### config.mk
export PLATFORM = sky130hd
export DESIGN_NAME = ff_stuff_ctrl_flat
export DESIGN_NICKNAME = d
export VERILOG_FILES = /design/src/rtl/ff_stuff_ctrl_pkg.sv /design/src/rtl/ff_stuff_ctrl_if.sv /design/src/rtl/ff_stuff_ctrl.sv /design/src/flat_wrapper.sv
export SDC_FILE = /design/constraint.sdc
export NUM_CORES = 1
export LEC_CHECK = 0
export ABC_AREA = 1
export BUFFER_PORTS_ARGS = -buffer_cell sky130_fd_sc_hd__buf_2
export CAP_MARGIN = 20
export CELL_PAD_IN_SITES_DETAIL_PLACEMENT = 1
export CELL_PAD_IN_SITES_GLOBAL_PLACEMENT = 1
export CORE_MARGIN = 4
export CORE_UTILIZATION = 41
export DETAILED_ROUTE_END_ITERATION = 10
export GPL_TIMING_DRIVEN = 0
export HOLD_SLACK_MARGIN = 0.05
export PLACE_DENSITY_LB_ADDON = 0.1
export SYNTH_ARGS = -nofsm -noshare
export SYNTH_HDL_FRONTEND = slang
export SYNTH_SLANG_ARGS = --single-unit
### constraint.sdc
create_clock -name clk -period 3.8 [get_ports clk]
set_input_delay 0.95 -clock clk [delete_from_list [all_inputs] [get_ports clk]]
set_output_delay 0.95 -clock clk [all_outputs]
set_load 0.02 [all_outputs]
### src/rtl/ff_stuff_ctrl_pkg.sv
// ============================================================================
// Module  : jpeg_ff_pkg
// Brief   : Entry field map, FSM state type and EOI constants for ff_stuff_ctrl.
// Revision: 1.0
// ============================================================================
`default_nettype none

package jpeg_ff_pkg;

    localparam int ENTRY_W           = 91;
    localparam int ENTRY_PAYLOAD_MSB = 90;
    localparam int ENTRY_PAYLOAD_LSB = 27;
    localparam int ENTRY_COUNT_MSB   = 26;
    localparam int ENTRY_COUNT_LSB   = 23;
    localparam int ENTRY_LAST_BIT    = 22;

    localparam logic [7:0] JPEG_EOI_HI = 8'hFF;
    localparam logic [7:0] JPEG_EOI_LO = 8'hD9;

    localparam logic [3:0] MAX_ENTRY_BYTES = 4'd8;

    typedef enum logic [2:0] {
        ST_IDLE   = 3'd0,
        ST_WAIT   = 3'd1,
        ST_EMIT   = 3'd2,
        ST_STUFF  = 3'd3,
`ifdef FF_EOI_INSERT_EN
        ST_EOI_FF = 3'd4,
        ST_EOI_D9 = 3'd5,
`endif
        ST_DONE   = 3'd6
    } ff_stuff_state_t;

    // The count field can encode up to 15 but an entry never holds more than 8 bytes.
    function automatic logic [3:0] clamp_count(input logic [3:0] cnt);
        return (cnt > MAX_ENTRY_BYTES) ? MAX_ENTRY_BYTES : cnt;
    endfunction

endpackage

`default_nettype wire

### src/rtl/ff_stuff_ctrl_if.sv
// ============================================================================
// Module  : ff_stuff_ctrl_if
// Brief   : FIFO read side and byte stream bundle of the FF stuffing controller.
// Revision: 1.0
// ============================================================================
`default_nettype none

interface ff_stuff_ctrl_if
    import jpeg_ff_pkg::*;
#(
    parameter int STUFF_CNT_W = 16
) ();

    logic                   fifo_read_req;
    logic [ENTRY_W-1:0]     fifo_read_data;
    logic                   fifo_rdata_valid;
    logic                   fifo_empty;
    logic [7:0]             byte_out;
    logic                   byte_valid;
    logic                   byte_ready;
    logic                   stream_done;
    logic [STUFF_CNT_W-1:0] stuff_count;

    modport master (
        output fifo_read_req,
        input  fifo_read_data,
        input  fifo_rdata_valid,
        input  fifo_empty,
        output byte_out,
        output byte_valid,
        input  byte_ready,
        output stream_done,
        output stuff_count
    );

    modport slave (
        input  fifo_read_req,
        output fifo_read_data,
        output fifo_rdata_valid,
        output fifo_empty,
        input  byte_out,
        input  byte_valid,
        output byte_ready,
        input  stream_done,
        input  stuff_count
    );

endinterface

`default_nettype wire

### src/rtl/ff_stuff_ctrl.sv
// ============================================================================
// Module  : ff_stuff_ctrl
// Brief   : Reads FIFO entries, unpacks bytes MSB first, stuffs 0x00 after 0xFF.
//           Define FF_EOI_INSERT_EN to append 0xFF 0xD9 after a last entry.
// Revision: 1.0
// ============================================================================
`default_nettype none

module ff_stuff_ctrl
    import jpeg_ff_pkg::*;
#(
    parameter int STUFF_CNT_W = 16
) (
    input  wire logic         clk,
    input  wire logic         rst_n,
    ff_stuff_ctrl_if.master   bus
);

    localparam logic [STUFF_CNT_W-1:0] C_STUFF_MAX = '1;

    ff_stuff_state_t        r_state;
    ff_stuff_state_t        w_state_nxt;
    logic [63:0]            r_payload;
    logic [3:0]             r_count;
    logic                   r_last;
    logic [3:0]             r_idx;
    logic [STUFF_CNT_W-1:0] r_stuff_count;

    logic [2:0]             w_sel;
    logic [7:0]             w_emit_byte;
    logic                   w_idx_done;
    logic [3:0]             w_cap_count;
    logic                   w_cap_last;
    ff_stuff_state_t        w_end_state;
    ff_stuff_state_t        w_cap_end_state;
    logic                   w_req;
    logic                   w_valid;
    logic [7:0]             w_byte;
    logic                   w_done;
    logic                   w_xfer;
    logic                   w_adv;
    logic                   w_unused_ignored;

    assign w_sel       = 3'd7 - r_idx[2:0];
    assign w_emit_byte = r_payload[{w_sel, 3'b000} +: 8];
    assign w_idx_done  = ((r_idx + 4'd1) == r_count);
    assign w_cap_count = clamp_count(bus.fifo_read_data[ENTRY_COUNT_MSB:ENTRY_COUNT_LSB]);
    assign w_cap_last  = bus.fifo_read_data[ENTRY_LAST_BIT];
    assign w_unused_ignored = ^bus.fifo_read_data[ENTRY_LAST_BIT-1:0];

`ifdef FF_EOI_INSERT_EN
    assign w_end_state     = r_last     ? ST_EOI_FF : ST_IDLE;
    assign w_cap_end_state = w_cap_last ? ST_EOI_FF : ST_IDLE;
`else
    assign w_end_state     = r_last     ? ST_DONE : ST_IDLE;
    assign w_cap_end_state = w_cap_last ? ST_DONE : ST_IDLE;
`endif

    always_comb begin
        w_state_nxt = r_state;
        w_req       = 1'b0;
        w_valid     = 1'b0;
        w_byte      = 8'h00;
        w_done      = 1'b0;
        case (r_state)
            ST_IDLE: begin
                w_req = !bus.fifo_empty;
                if (!bus.fifo_empty) begin
                    w_state_nxt = ST_WAIT;
                end
            end
            ST_WAIT: begin
                if (bus.fifo_rdata_valid) begin
                    w_state_nxt = (w_cap_count == 4'd0) ? w_cap_end_state : ST_EMIT;
                end
            end
            ST_EMIT: begin
                w_valid = 1'b1;
                w_byte  = w_emit_byte;
                if (bus.byte_ready) begin
                    if (w_emit_byte == 8'hFF) begin
                        w_state_nxt = ST_STUFF;
                    end else if (w_idx_done) begin
                        w_state_nxt = w_end_state;
                    end
                end
            end
            ST_STUFF: begin
                w_valid = 1'b1;
                if (bus.byte_ready) begin
                    w_state_nxt = w_idx_done ? w_end_state : ST_EMIT;
                end
            end
`ifdef FF_EOI_INSERT_EN
            ST_EOI_FF: begin
                w_valid = 1'b1;
                w_byte  = JPEG_EOI_HI;
                if (bus.byte_ready) begin
                    w_state_nxt = ST_EOI_D9;
                end
            end
            ST_EOI_D9: begin
                w_valid = 1'b1;
                w_byte  = JPEG_EOI_LO;
                if (bus.byte_ready) begin
                    w_state_nxt = ST_DONE;
                end
            end
`endif
            ST_DONE: begin
                w_done      = 1'b1;
                w_state_nxt = ST_IDLE;
            end
            default: begin
                w_state_nxt = ST_IDLE;
            end
        endcase
    end

    assign w_xfer = w_valid & bus.byte_ready;
    // Index moves on after a plain byte or after the 0x00 that follows a 0xFF.
    assign w_adv  = w_xfer & (((r_state == ST_EMIT) & (w_emit_byte != 8'hFF)) |
                              (r_state == ST_STUFF));

    always_ff @(posedge clk or negedge rst_n) begin
        if (!rst_n) begin
            r_state       <= ST_IDLE;
            r_payload     <= 64'd0;
            r_count       <= 4'd0;
            r_last        <= 1'b0;
            r_idx         <= 4'd0;
            r_stuff_count <= '0;
        end else begin
            r_state <= w_state_nxt;
            if ((r_state == ST_WAIT) && bus.fifo_rdata_valid) begin
                r_payload <= bus.fifo_read_data[ENTRY_PAYLOAD_MSB:ENTRY_PAYLOAD_LSB];
                r_count   <= w_cap_count;
                r_last    <= w_cap_last;
                r_idx     <= 4'd0;
            end else if (w_adv && !w_idx_done) begin
                r_idx <= r_idx + 4'd1;
            end
            if ((r_state == ST_STUFF) && w_xfer && (r_stuff_count != C_STUFF_MAX)) begin
                r_stuff_count <= r_stuff_count + 1'b1;
            end
        end
    end

    // Gate with rst_n so no read is requested while the block is held in reset.
    assign bus.fifo_read_req = w_req & rst_n;
    assign bus.byte_valid    = w_valid;
    assign bus.byte_out      = w_byte;
    assign bus.stream_done   = w_done;
    assign bus.stuff_count   = r_stuff_count;

endmodule

`default_nettype wire
### src/flat_wrapper.sv
// flat-port wrapper written by rule: the top's interface ports become plain ports
module ff_stuff_ctrl_flat import jpeg_ff_pkg::*;
#(
    parameter int STUFF_CNT_W = 16
)
  (clk, rst_n, bus_fifo_read_req, bus_fifo_read_data, bus_fifo_rdata_valid, bus_fifo_empty, bus_byte_out, bus_byte_valid, bus_byte_ready, bus_stream_done, bus_stuff_count);
  ff_stuff_ctrl_if #(.STUFF_CNT_W(STUFF_CNT_W)) bus_i ();
  input  wire logic clk;
  input  wire logic rst_n;
  output wire logic [$bits(bus_i.fifo_read_req)-1:0] bus_fifo_read_req;
  input wire logic [$bits(bus_i.fifo_read_data)-1:0] bus_fifo_read_data;
  input wire logic [$bits(bus_i.fifo_rdata_valid)-1:0] bus_fifo_rdata_valid;
  input wire logic [$bits(bus_i.fifo_empty)-1:0] bus_fifo_empty;
  output wire logic [$bits(bus_i.byte_out)-1:0] bus_byte_out;
  output wire logic [$bits(bus_i.byte_valid)-1:0] bus_byte_valid;
  input wire logic [$bits(bus_i.byte_ready)-1:0] bus_byte_ready;
  output wire logic [$bits(bus_i.stream_done)-1:0] bus_stream_done;
  output wire logic [$bits(bus_i.stuff_count)-1:0] bus_stuff_count;
  assign bus_fifo_read_req = bus_i.fifo_read_req;
  assign bus_i.fifo_read_data = bus_fifo_read_data;
  assign bus_i.fifo_rdata_valid = bus_fifo_rdata_valid;
  assign bus_i.fifo_empty = bus_fifo_empty;
  assign bus_byte_out = bus_i.byte_out;
  assign bus_byte_valid = bus_i.byte_valid;
  assign bus_i.byte_ready = bus_byte_ready;
  assign bus_stream_done = bus_i.stream_done;
  assign bus_stuff_count = bus_i.stuff_count;
  ff_stuff_ctrl #(.STUFF_CNT_W(STUFF_CNT_W)) u_core (.clk(clk), .rst_n(rst_n), .bus(bus_i));
endmodule
==> flow_metrics.py <==
metrics = {
    "logic_synthesis": {
        "synth_top_area_frac": 0.4928,
        "syn_nets": 705,
        "syn_inst": 607,
        "ys_warn_count": 0,
        "yosys.area.top_type": "dfrtp_1",
        "synth-seq-cells": 92,
        "synth_area_leaders": "dfrtp_1 49%, nand2_1 12%, a21oi_1 7.3%",
        "ys_seq_area_frac": 0.4928,
        "ys_types": 26,
        "syn_area_um2": 4672,
        "syn_area_per_cell_um2": 7.697,
    },
    "timing": {
        "finClkSkew_ns": 0.005577,
        "fin_crit_sh": 0.8059,
        "worst_pin_slew_ns": 0.6367,
        "relSlewSlack": 0.5756,
        "drv_slew": 0,
        "max_clock_freq_mhz": 326.5,
        "timing.final.ws_setup_ns": 0.7374,
        "hold_viol": 0,
        "rsz0062_at_grt": "false",
        "setup-violations-final": 0,
        "finalWorstPathRequiredPeriod_ns": 3.063,
    },
    "status": {
        "status": "finished clean",
    },
    "placement": {
        "dp_slack_ns": 0.6850,
        "place_inst": 848,
        "gp_congestion": 0.8326,
        "dp_hpwl_um": 10390,
        "numPortBuffers": 100,
    },
    "global_route": {
        "grt-ovfl-total": 0,
        "grtUsageTotal": 0.2186,
        "antenna_found_initial": 0,
        "grt_max_degree": 59,
        "grt_pass1_vias": 4606,
        "grt_first_pass_wirelength_um": 22540,
    },
    "power": {
        "p_leak_nw": 3.159,
        "vdd_ir_drop_max_mv": 0.3226,
        "p_per_area_nw_per_um2": 764.6,
    },
    "layout": {
        "regArea_um2": 2302,
        "finish.net_count": 817,
        "antennaDiodeCount": 0,
        "area_growth_pct": 21.37,
        "layout_common_cells": "148 x nand2_1, 112 x buf_2, 92 x dfrtp_1, 88 x nor2_1, 83 x inv_1",
        "drive_gt1_frac": 0.2099,
        "fill_cells": 1424,
        "multiInputGateArea_um2": 1897,
        "layout_commonest_cell": "nand2_1",
        "finalNonFillerCells": 864,
    },
    "floorplanning": {
        "num_rows": 38,
        "fp.dieW_um": 114.7,
        "fp.dieArea_um2": 13170,
        "die_y_um": 114.7,
        "fp.coreArea_um2": 10980,
        "pin_count": 123,
        "start_util": 0.4254,
    },
    "worst_hold_path": {
        "hp-class": "flip-flop to flip-flop",
        "hp-start": "u_core.r_payload[38]$_DFFE_PN0P_",
    },
    "cts": {
        "post-cts-setup-buffer-count": 0,
        "numCtsBuffers": 9,
        "cts-root-buf": "clkbuf_16",
        "clock_sinks": 92,
        "clk_path_buf_depth": 2,
        "clock_latency_ns": 0.34,
        "cts_hold_buffers": 0,
        "cts_tree": "built",
        "cts-htree-levels": 3,
        "cts_resized": 0,
        "clk_pin_slew_ns": 0.06,
    },
    "route": {
        "final_antenna_net_count": 0,
        "drcViolationCount": 0,
        "drtPass1Iterations": 4,
        "drt_iter0_markers": 157,
        "via_per_inst": 4.900,
        "drt_wl_total_um": 13780,
        "wl_per_cell_um": 15.95,
        "vias": 4234,
    },
    "setup_path": {
        "cp-end-kind": "primary output",
        "path_max_fanout": 58,
        "reg2reg_from": "u_core.r_state[0]$_DFFE_PN0P_",
        "crit_start": "rst_n",
        "path_class": "input pin to primary output",
        "cp.arrival_ns": 2.11,
        "critPathLaunchType": "input pin",
        "cp.required_ns": 2.85,
    },
    "job": {
        "max_cap_viol_count": 0,
    },
}
worst paths after layout:
path / slack, ns / endpoint / cells past startpoint
hold / removal: 0.51 / u_core.r_payload[38]$_DFFE_PN0P_ / 2
setup / recovery: 0.74 / bus_fifo_read_req / 5
max in group asynchronous: 2.55 / u_core.r_payload[26]$_DFFE_PN0P_ / 2
min in group asynchronous: 0.57 / u_core.r_payload[35]$_DFFE_PN0P_ / 1
setup reg to reg: 1.70 / u_core.r_payload[5]$_DFFE_PN0P_ / 8
hold reg to reg: 0.51 / u_core.r_payload[38]$_DFFE_PN0P_ / 2
cell families after synthesis:
kind of cell,share of synthesized area
XOR/XNOR,0.03749
adder cells (fa/ha/maj),0.005355
AND/OR/NAND/NOR,0.2651
multiplexers,0.01687
buffers and inverters,0.1012
flip-flops,0.4928
AO/OA/AOI/OAI,0.08115
stage by stage:
stage	area, um2	util	setup TNS (ns)	hold slack, ns	total power, mW
after floorplan	4672	-	0	0.4683	2.848
after global placement	5348	0.4869	-0.1975	0.4918	3.366
after detailed placement	5378	0.4896	0	0.5005	3.457
after CTS	5670	0.5163	0	0.5134	4.377
after global routing	5670	0.5163	0	0.5277	4.703
final	5670	0.5163	0	0.5118	4.336
cells in the mapped netlist:
cell type and n:
o21ai_0 4, buf_2 13, nand3_2 2, nor2_1 88, inv_2 2, a21oi_1 68
xor2_1 13, ha_1 2, nor2_2 1, nand4_1 3, inv_4 1, nand2_1 148
o21ai_1 1, buf_6 5, clkbuf_1 7, and3_1 1, dfrtp_1 92, nor3_1 5
nand2_2 3, o22ai_1 1, inv_1 83, xnor2_1 7, a21boi_0 1, mux2_2 7
nand3_1 47, nand2_4 2
registers in the layout, summed over array words and instances (netlist names):
register / flops
u_core.r_count: 4
u_core.r_payload: 64
u_core.bus.stuff_count: 16
u_core.r_state: 3
u_core.r_idx: 4
u_core.r_last: 1
critical path, cell delays in order:
cell and delay [ns]:
buf_4 0.41, buf_16 0.33, nand2_1 0.09, nor2_1 0.10, buf_2 0.17
routing by layer:
| metal | routed length [um] | global-route usage | share of wire |
|---|---|---|---|
| met1 | 6138 | 0.2867 | 0.45 |
| met2 | 6862 | 0.3745 | 0.50 |
| met3 | 565 | 0.03316 | 0.041 |
| met4 | 212 | 0.06808 | 0.015 |
| met5 | 0 | 0 | 0 |
where the power goes:
group	internal (mW)	total, mW	switching [mW]
sequential	1.35	1.51	0.154
clock	0.511	0.902	0.392
combinational	0.653	1.93	1.27
total	2.52	4.34	1.82
final cells by class:
class,count,area share
flip-flops and latches,92,0.4060
well taps,140,0.03089
clock inverters,6,0.01125
clock buffers,10,0.04038
multi-input cells,404,0.3345
inverters,86,0.05737
repair buffers,101,0.09356
plain buffers,25,0.02604
(Power assumes the default switching activity.)
